### config.mk
export PLATFORM = sky130hd
export DESIGN_NAME = audio_round_sequencer
export DESIGN_NICKNAME = d
export VERILOG_FILES = /design/src/rtl/audio_round_sequencer.sv
export SDC_FILE = /design/constraint.sdc
export NUM_CORES = 1
export LEC_CHECK = 0
export ABC_AREA = 1
export BUFFER_PORTS_ARGS = -buffer_cell sky130_fd_sc_hd__buf_2
export CAP_MARGIN = 20
export CORE_MARGIN = 4
export CORE_UTILIZATION = 58
export CTS_BUF_LIST = sky130_fd_sc_hd__clkbuf_4 sky130_fd_sc_hd__clkbuf_8
export DETAILED_ROUTE_END_ITERATION = 10
export HOLD_SLACK_MARGIN = 0.05
export PLACE_DENSITY = 0.87
export SLEW_MARGIN = 25
export SYNTH_ARGS = -nofsm -noshare
export SYNTH_HDL_FRONTEND = slang
export SYNTH_SLANG_ARGS = --single-unit
### constraint.sdc
create_clock -name clk -period 4.85 [get_ports clk]
set_input_delay 0.7275 -clock clk [delete_from_list [all_inputs] [get_ports clk]]
set_output_delay 0.7275 -clock clk [all_outputs]
set_load 0.03 [all_outputs]
### src/rtl/audio_round_sequencer.sv
// Purpose : calibrates the ADC bias, then runs one fixed-slot datapath round per ADC sample.
// Latency : adc_valid in WAIT -> counter=0 next cycle; a round is SEND_SLOT+1 cycles with send_ready high.
// Backpressure: counter and send_valid hold at SEND_SLOT until send_ready; samples arriving mid-round are dropped and flagged.
// Ports   : clk/reset (async, active-high); adc_valid/adc_data (sample in); start_cal (recalibrate request);
//           send_ready (Pi link accept); overrun_clr; counter/sample_voltage/offset (to datapath);
//           cal_done, buf_we, send_valid, busy, overrun (status and strobes, all registered).
module audio_round_sequencer #(
   parameter int         CAL_LOG2   = 6,
   parameter logic [9:0] WRITE_SLOT = 10'd5,
   parameter logic [9:0] SEND_SLOT  = 10'd6,
   parameter logic [9:0] IDLE_COUNT = 10'h3FF
) (
   input  logic       clk,
   input  logic       reset,
   input  logic       adc_valid,
   input  logic [9:0] adc_data,
   input  logic       start_cal,
   input  logic       send_ready,
   input  logic       overrun_clr,
   output logic [9:0] counter,
   output logic [9:0] sample_voltage,
   output logic [9:0] offset,
   output logic       cal_done,
   output logic       buf_we,
   output logic       send_valid,
   output logic       busy,
   output logic       overrun
);
   localparam int ACC_W = 10 + CAL_LOG2;

   typedef enum logic [1:0] {S_CAL, S_WAIT, S_RUN} state_t;

   state_t              state, state_nxt;
   logic [ACC_W-1:0]    acc, acc_nxt, cal_sum;
   logic [CAL_LOG2-1:0] cal_cnt, cal_cnt_nxt;
   logic                recal, recal_nxt;
   logic                cal_last, handshake, want_cal;
   logic [9:0]          counter_nxt, sample_nxt, offset_nxt;
   logic                cal_done_nxt, buf_we_nxt, send_valid_nxt, busy_nxt, overrun_nxt;

   assign cal_sum   = acc + ACC_W'(adc_data);
   // Last calibration sample: the count wraps on this one.
   assign cal_last  = adc_valid && (cal_cnt == '1);
   // send_valid is only ever high in RUN, so this is the end-of-round handshake.
   assign handshake = send_valid && send_ready;
   // A recalibration request in the handshake cycle itself is honoured directly.
   assign want_cal  = recal || start_cal;

   // State and all registered outputs
   always_ff @(posedge clk or posedge reset) begin
      if (reset) begin
         state          <= S_CAL;
         acc            <= '0;
         cal_cnt        <= '0;
         recal          <= 1'b0;
         counter        <= IDLE_COUNT;
         sample_voltage <= '0;
         offset         <= '0;
         cal_done       <= 1'b0;
         buf_we         <= 1'b0;
         send_valid     <= 1'b0;
         busy           <= 1'b0;
         overrun        <= 1'b0;
      end else begin
         state          <= state_nxt;
         acc            <= acc_nxt;
         cal_cnt        <= cal_cnt_nxt;
         recal          <= recal_nxt;
         counter        <= counter_nxt;
         sample_voltage <= sample_nxt;
         offset         <= offset_nxt;
         cal_done       <= cal_done_nxt;
         buf_we         <= buf_we_nxt;
         send_valid     <= send_valid_nxt;
         busy           <= busy_nxt;
         overrun        <= overrun_nxt;
      end
   end

   // Next state
   always_comb begin
      state_nxt = state;
      case (state)
         S_CAL:   if (cal_last) state_nxt = S_WAIT;
         S_WAIT:  if (start_cal) state_nxt = S_CAL;
                  else if (adc_valid) state_nxt = S_RUN;
         S_RUN:   if (handshake) state_nxt = want_cal ? S_CAL : S_WAIT;
         default: state_nxt = S_CAL;
      endcase
   end

   // Next values of the registered outputs and calibration state
   always_comb begin
      counter_nxt  = IDLE_COUNT;
      sample_nxt   = sample_voltage;
      offset_nxt   = offset;
      cal_done_nxt = cal_done;
      acc_nxt      = acc;
      cal_cnt_nxt  = cal_cnt;
      recal_nxt    = recal;
      case (state)
         S_CAL: begin
            if (adc_valid) begin
               if (cal_last) begin
                  offset_nxt   = cal_sum[ACC_W-1:CAL_LOG2];
                  cal_done_nxt = 1'b1;
                  acc_nxt      = '0;
                  cal_cnt_nxt  = '0;
               end else begin
                  acc_nxt      = cal_sum;
                  cal_cnt_nxt  = cal_cnt + CAL_LOG2'(1);
               end
            end
         end
         S_WAIT: begin
            if (start_cal) begin
               cal_done_nxt = 1'b0;
               // A coincident sample becomes the first calibration sample.
               if (adc_valid) begin
                  acc_nxt     = ACC_W'(adc_data);
                  cal_cnt_nxt = CAL_LOG2'(1);
               end
            end else if (adc_valid) begin
               sample_nxt  = adc_data;
               counter_nxt = '0;
            end
         end
         S_RUN: begin
            if (handshake) begin
               if (want_cal) cal_done_nxt = 1'b0;
               recal_nxt = 1'b0;
            end else begin
               recal_nxt   = recal || start_cal;
               // Hold at SEND_SLOT while the Pi link stalls.
               counter_nxt = send_valid ? counter : counter + 10'd1;
            end
         end
         default: ;
      endcase
      // IDLE_COUNT never equals a slot, so these are quiet outside a round.
      buf_we_nxt     = (state_nxt == S_RUN) && (counter_nxt == WRITE_SLOT);
      send_valid_nxt = (state_nxt == S_RUN) && (counter_nxt == SEND_SLOT);
      busy_nxt       = (state_nxt == S_RUN);
      // Set has priority over clear.
      if (adc_valid && (state == S_RUN)) overrun_nxt = 1'b1;
      else if (overrun_clr)              overrun_nxt = 1'b0;
      else                               overrun_nxt = overrun;
   end

endmodule

==> results of run 1 <==
worst min path at each step:
| stage | from | endpoint |
|---|---|---|
| after floorplan | acc[15] | acc[15] |
| after global placement | sample_voltage[3] | sample_voltage[3] |
| after detailed placement | sample_voltage[2] | sample_voltage[2] |
| after CTS | reset | offset[2] |
| after global routing | reset | acc[6] |
| final | reset | acc[6] |
synthesized netlist by cell type (all sizes together):
master | number | area, um2
o21bai | 1 | 7.510
nand2 | 159 | 641.9
nand4 | 7 | 43.79
nand3 | 50 | 267.8
inv | 51 | 191.4
clkbuf | 3 | 11.26
o22ai | 2 | 12.51
buf | 5 | 30.02
nor3 | 5 | 25.02
nand3b | 3 | 22.52
a21boi | 3 | 22.52
clkinv | 2 | 12.51
fa | 1 | 20.02
nor2 | 33 | 170.2
o2111ai | 1 | 8.760
and3 | 1 | 6.260
a22o | 1 | 8.760
a21oi | 26 | 130.1
a2bb2oi | 6 | 52.55
xnor2 | 1 | 8.760
ha | 16 | 200.2
a31oi | 1 | 6.260
dfrtp | 50 | 1251
nor3b | 1 | 7.510
o211ai | 3 | 27.52
xor2 | 1 | 8.760
a211oi | 2 | 15.01
dfstp | 10 | 262.8
o21ai | 17 | 92.59
or2 | 4 | 25.02
routing by layer:
metal	part of all wire [%]	wire, um	vias to the layer above
met1	44	3858	1637
met4	1.1	94	0
li1	-	-	1639
met5	0	0	-
met3	5.6	494	10
met2	50	4377	131
registers in the layout, indices dropped and copies added (netlist names):
name,flops
acc,16
counter,10
cal_cnt,6
send_valid,1
busy,1
recal,1
offset,10
overrun,1
state,2
sample_voltage,10
buf_we,1
cal_done,1
cell usage in the layout (no fill, tap or decap), types with 3 or more instances in the layout:
cell / instances
or2_2: 4
nand3b_1: 3
bufinv_16: 3
a21oi_1: 26
clkbuf_8: 11
o21ai_0: 13
nand2_2: 6
nand3_1: 48
buf_2: 50
inv_2: 5
dfstp_2: 10
nor2_4: 3
inv_1: 46
dfrtp_1: 50
a2bb2oi_1: 6
nor2_1: 26
nand4_1: 7
nor2_2: 3
nand2_1: 149
ha_1: 16
nand2_4: 4
nor3_1: 5
logic make-up after synthesis:
family / count (synthesis) / share of synthesized area, %
compound gates: 63 / 10.70
xor+xnor: 2 / 0.4879
fa+ha+maj: 17 / 6.132
buf+inv: 61 / 6.829
flops: 60 / 42.16
simple gates: 263 / 33.69
per-stage QoR:
| step | hold WS (ns) | instance area (um2) |
|---|---|---|
| after global routing | 0.4997 | 4155 |
| after floorplan | 0.4628 | 3591 |
| after global placement | 0.4563 | 3901 |
| final | 0.4612 | 4155 |
| after CTS | 0.4702 | 4155 |
| after detailed placement | 0.4637 | 3901 |
power breakdown:
part | internal [mW] | total, mW | switching [mW]
Clock | 0.375 | 0.576 | 0.201
Combinational | 0.474 | 1.38 | 0.906
Sequential | 0.711 | 0.860 | 0.148
Total | 1.56 | 2.82 | 1.26
final cells by class:
| class | instances | area (um2) |
|---|---|---|
| Tap cell | 75 | 93.84 |
| Clock buffer | 12 | 158.9 |
| Fill cell | 486 | 1800 |
| Multi-Input combinational cell | 345 | 1832 |
| Timing Repair Buffer | 51 | 257.7 |
| Sequential cell | 60 | 1514 |
| Clock inverter | 4 | 95.09 |
| Inverter | 53 | 203.9 |
==> results.md, run 1 <==
- Outcome: completed
- Seq/Total Area, Yosys: 42.16%
- Number of distinct library cells after synthesis: 44
- H-tree depth: 3
- CTS buffer count: 9
- Initial antenna violation count: 0
- Util after Layout: 69.77%
- Setup WS pre-CTS: 2.110 ns
- Hpwl dp: 6.584 mm
- Worst setup margin: 2.065 ns
- Gr usage total: 24.55%
- Grt ovf: 0
- Critical R2R Launch: state[1]
- Reg-to-Reg End: acc[9]
- Worst-path clk slew: 0.07 ns
- Most Used Layer, Global Route: met2
- Fin crit period: 2.785 ns
- Syn nets: 499
- # port buffers: 50
- Worst Path Arrival: 3.00 ns
- Antenna diodes: 0
- Startpoint types: flop
- Met2 Use GR: 41.10%
- Max capacitance violation total: 0
- Worst r2r path cells: 6
- Global-route wire length before repair: 14.78 mm
- Crit end category: flop
- Crit path to: acc[9]
- Largest net degree at the start of global routing: 34
- Final setup viols: 0
- FP Rows: 28
- Synth Area per Inst: 7.706 um2
- Vias: 3417
- Worst vdd ir: 0.3400 mV
- Worst Skew: 0.005026 ns
- Layout area overhead: 15.71%
- Root Driver: clkbuf_8
- Relative slew slack: 38.45%
- Die area: 7514 um2
- Initial core utilization: 60.29%
- Origin of the worst setup path: state[1]
- Setup TNS: 0 ns
- Detailed-route DRC error count: 0
- Yosys warns: 0
- Initial drt markers: 281
- Max clock buf depth: 2
- F_max: 359.0 MHz
- Crit path buf inv count: 2
- Worst-path maximum fanout: 22
- TritonCTS clock tree: yes
- Cell Area, Synth: 3591 um2
- Delay-heaviest family, CP: compound AO/OA/AOI/OAI gates
- Wire per inst: 14.71 um
- Clock Sinks: 60
- Routed vias/inst: 5.695
- Crit path depth: 6
- I/O pin total: 51
- Leak: 2.252 nW
- Core Footprint: 5956 um2
- Vias in the first global route: 3418
- Period utilization: 57.43%
- Setup Buffers After CTS: 0
- RSZ-0062 raised after global routing: no
- Pwr Density: 677.6 nW/um2
- Worst-margin pin slew: 0.9206 ns
- Worst skew pair latency: 0.33 ns
- Routability cong.: 0.9230
- Crit Path Category: flop to flop
- Pwr Total: 2.816 mW
- Post-Place Cells: 584
- Die H: 86.69 um
- Drt total wl: 8.824 mm
- Critical path cell sequence: inv_1 > ha_1 > o211ai_2 > inv_1 > or2_2 > a21boi_0
- Final hold vios: 0
- Slowest CP cell: o211ai_2
- Min-delay worst type: input pin to async pin
- Most used cell, CP: inv_1
- Detail Route Antenna Nets: 0
- Final Net Count: 553
- Share of layout cells above drive strength 1: 20.76%
- Met3 track demand over resource: 3.802%
- Critical Path RT: 5.06 ns
- Cells after Synth: 466
- Die Width: 86.69 um
- DRT Pass-1 Iters: 5
- Final Max Slew Viols: 0
- Hold_buf cts: 0
- Synth Register Bits: 60
- Crit-path max cell delay: 0.82 ns
- M1 GR Usage: 31.70%
- R2R Setup Slk: 2.06 ns
- Post_cts resized: 0
- Final non-filler cell total: 600
(Power assumes the default switching activity.)
==> run 2, diff against run 1 <==
==> constraint.sdc (replaced) <==
create_clock -name clk -period 2.9 [get_ports clk]
set_input_delay 0.435 -clock clk [delete_from_list [all_inputs] [get_ports clk]]
set_output_delay 0.435 -clock clk [all_outputs]
set_load 0.03 [all_outputs]
==> run 2 against run 1 <==
Net effect:
- die area stayed put
- clock skew is 0.0034 ns higher
- wire length is 0.14% lower
- final cell count is 0.33% higher
- critical path depth is 2 higher
- global-route usage is 0.75 points higher
- worst hold slack worse by 0.31 ns
- critical endpoint is now send_valid
==> results.md, run 2 (synthesis results as in run 1) <==
- I/O pin total: 51 (unchanged)
- Clock Sinks: 60 (unchanged)
- Global-route wire length before repair: 15.02 mm (was 14.78 mm)
- Gr usage total: 25.30% (was 24.55%)
- Commonest cells after routing, fill and taps aside: 149 x nand2_1, 50 x dfrtp_1, 50 x buf_2 (unchanged)
- Vias in the first global route: 3385 (was 3418)
- Relative slew slack: 60.34% (was 38.45%)
- Drt total wl: 8.812 mm (was 8.824 mm)
- Crit Path Category: flop to flop (unchanged)
- Setup Buffers After CTS: 0 (unchanged)
- Max reg flops: 16 (unchanged)
- Initial drt markers: 366 (was 281)
- Worst skew pair latency: 0.34 ns (was 0.33 ns)
- Share of layout cells above drive strength 1: 21.06% (was 20.76%)
- Root Driver: clkbuf_8 (unchanged)
- Period utilization: 81.37% (was 57.43%)
- Detailed-route DRC error count: 0 (unchanged)
- Worst-path maximum fanout: 16 (was 22)
- Crit end category: flop (unchanged)
- Worst-path clk slew: 0.07 ns (about the same)
- Detail Route Antenna Nets: 0 (unchanged)
- H-tree depth: 3 (unchanged)
- Critical Path RT: 3.17 ns (was 5.06 ns)
- F_max: 423.8 MHz (was 359.0 MHz)
- Min-delay worst type: input pin to async pin (unchanged)
- Leak: 2.241 nW (was 2.252 nW)
- WL met2: 4.247 mm (was 4.377 mm)
- Outcome: completed (unchanged)
- Die H: 86.69 um (unchanged)
- Startpoint types: flop (unchanged)
- Vias: 3380 (was 3417)
- Initial core utilization: 60.29% (unchanged)
- Grt ovf: 0 (unchanged)
- Crit path buf inv count: 1 (was 2)
- Layout area overhead: 15.16% (was 15.71%)
- Commonest non-fill, non-tap cell in the layout: nand2_1 (unchanged)
- Largest register by flop count: acc (unchanged)
- Origin of the worst setup path: state[1] (unchanged)
- Slowest CP cell: ha_1 (was o211ai_2)
- Critical R2R Launch: state[1] (unchanged)
- Highest routing layer actually used: met4 (unchanged)
- Crit-path max cell delay: 0.55 ns (was 0.82 ns)
- Final setup viols: 0 (unchanged)
- FP Rows: 28 (unchanged)
- Hpwl dp: 6.419 mm (was 6.584 mm)
- Worst Skew: 0.008393 ns (was 0.005026 ns)
- Metal3 WL: 666 um (was 494 um)
- Die Width: 86.69 um (unchanged)
- Worst Path Arrival: 2.63 ns (was 3.00 ns)
- Metal-1 WL: 3.717 mm (was 3.858 mm)
- Die area: 7514 um2 (unchanged)
- RSZ-0062 raised after global routing: no (unchanged)
- Setup TNS: 0 ns (unchanged)
- Post_cts resized: 0 (unchanged)
- Most used cell, CP: nand2_1 (was inv_1)
- Initial antenna violation count: 0 (unchanged)
- Final hold vios: 0 (unchanged)
- Antenna diodes: 0 (unchanged)
- Fin crit period: 2.360 ns (was 2.785 ns)
- Max clock buf depth: 2 (unchanged)
- Worst vdd ir: 0.6034 mV (was 0.3400 mV)
- # port buffers: 50 (unchanged)
- Max capacitance violation total: 0 (unchanged)
- DRT Pass-1 Iters: 8 (was 5)
- CTS buffer count: 9 (unchanged)
- Delay-heaviest family, CP: simple AND/OR/NAND/NOR gates (was compound AO/OA/AOI/OAI gates)
- Critical path cell sequence: inv_1 > ha_1 > nand2_1 > a21oi_1 > nand2_1 > nor2_2 > nand4_1 > nor2_1 (was inv_1 > ha_1 > o211ai_2 > inv_1 > or2_2 > a21boi_0)
- Pwr Density: 1100 nW/um2 (was 677.6 nW/um2)
- Core Footprint: 5956 um2 (unchanged)
- Routed vias/inst: 5.615 (was 5.695)
- Wire per inst: 14.64 um (was 14.71 um)
- R2R Setup Slk: 0.54 ns (was 2.06 ns)
- Setup WS pre-CTS: 0.6918 ns (was 2.110 ns)
- Hold_buf cts: 0 (unchanged)
- Worst setup margin: 0.5403 ns (was 2.065 ns)
- Final Net Count: 555 (was 553)
- TritonCTS clock tree: yes (unchanged)
- Final Max Slew Viols: 0 (unchanged)
- Largest net degree at the start of global routing: 61 (was 34)
- Worst-margin pin slew: 0.5950 ns (was 0.9206 ns)
- Routability cong.: 0.9308 (was 0.9230)
## run 2: cell types whose count changed in the layout (fill, tap and decap cells not counted)
cell        previous run  this run
bufinv_16              3         1
clkinvlp_4             0         1
buf_12                 0         1
buf_4                  1         2
clkinv_2               1         2
## run 2: final timing paths
kind	end	depth (start not counted)
max	send_valid	8
min	acc[14]	3
max reg2reg	send_valid	8
min reg2reg	sample_voltage[6]	2
max in group asynchronous	counter[1]	3
min in group clk	overrun	2
## run 2: routing by layer
metal / vias to the layer above / GRT usage, %
met3: 21 / 5.133
met1: 1587 / 31.37
met4: 0 / 10.48
met5: - / 0
met2: 139 / 42.98
li1: 1633 / -
## run 2: stage by stage
stage	hold WS (ns)	util (%)	power (mW)	cells	instance area (um2)
floorplan	0.4628	-	3.179	466	3591
global placement	0.4589	65.97	3.644	586	3929
detailed placement	0.4595	65.97	3.734	586	3929
CTS	0.1599	69.43	4.539	602	4135
global route	0.1723	69.43	4.899	602	4135
finish	0.1476	69.43	4.548	602	4135
## run 2: cell type report
| type | count | area [um2] |
|---|---|---|
| multi-input combinational | 345 | 1832 |
| fill | 472 | 1821 |
| sequential | 60 | 1514 |
| timing repair buffer | 53 | 285.3 |
| inverter | 53 | 203.9 |
| clock buffer | 12 | 158.9 |
| tap | 75 | 93.84 |
| clock inverter | 4 | 47.55 |
## run 2: worst reg2reg max path: cells and delay by family, from the launching register on
kind	cells	cell delay [ns]
and+or+nand+nor	5	1.00
buffers and inverters	1	0.11
adders and majority gates	1	0.55
AOI/OAI and AO/OA	1	0.23
DFF	1	0.41
## run 2: power breakdown
part | switching, mW | total, mW | internal [mW]
logic | 1.53 | 2.33 | 0.801
clock network | 0.340 | 0.791 | 0.450
registers | 0.239 | 1.43 | 1.19
total | 2.11 | 4.55 | 2.44
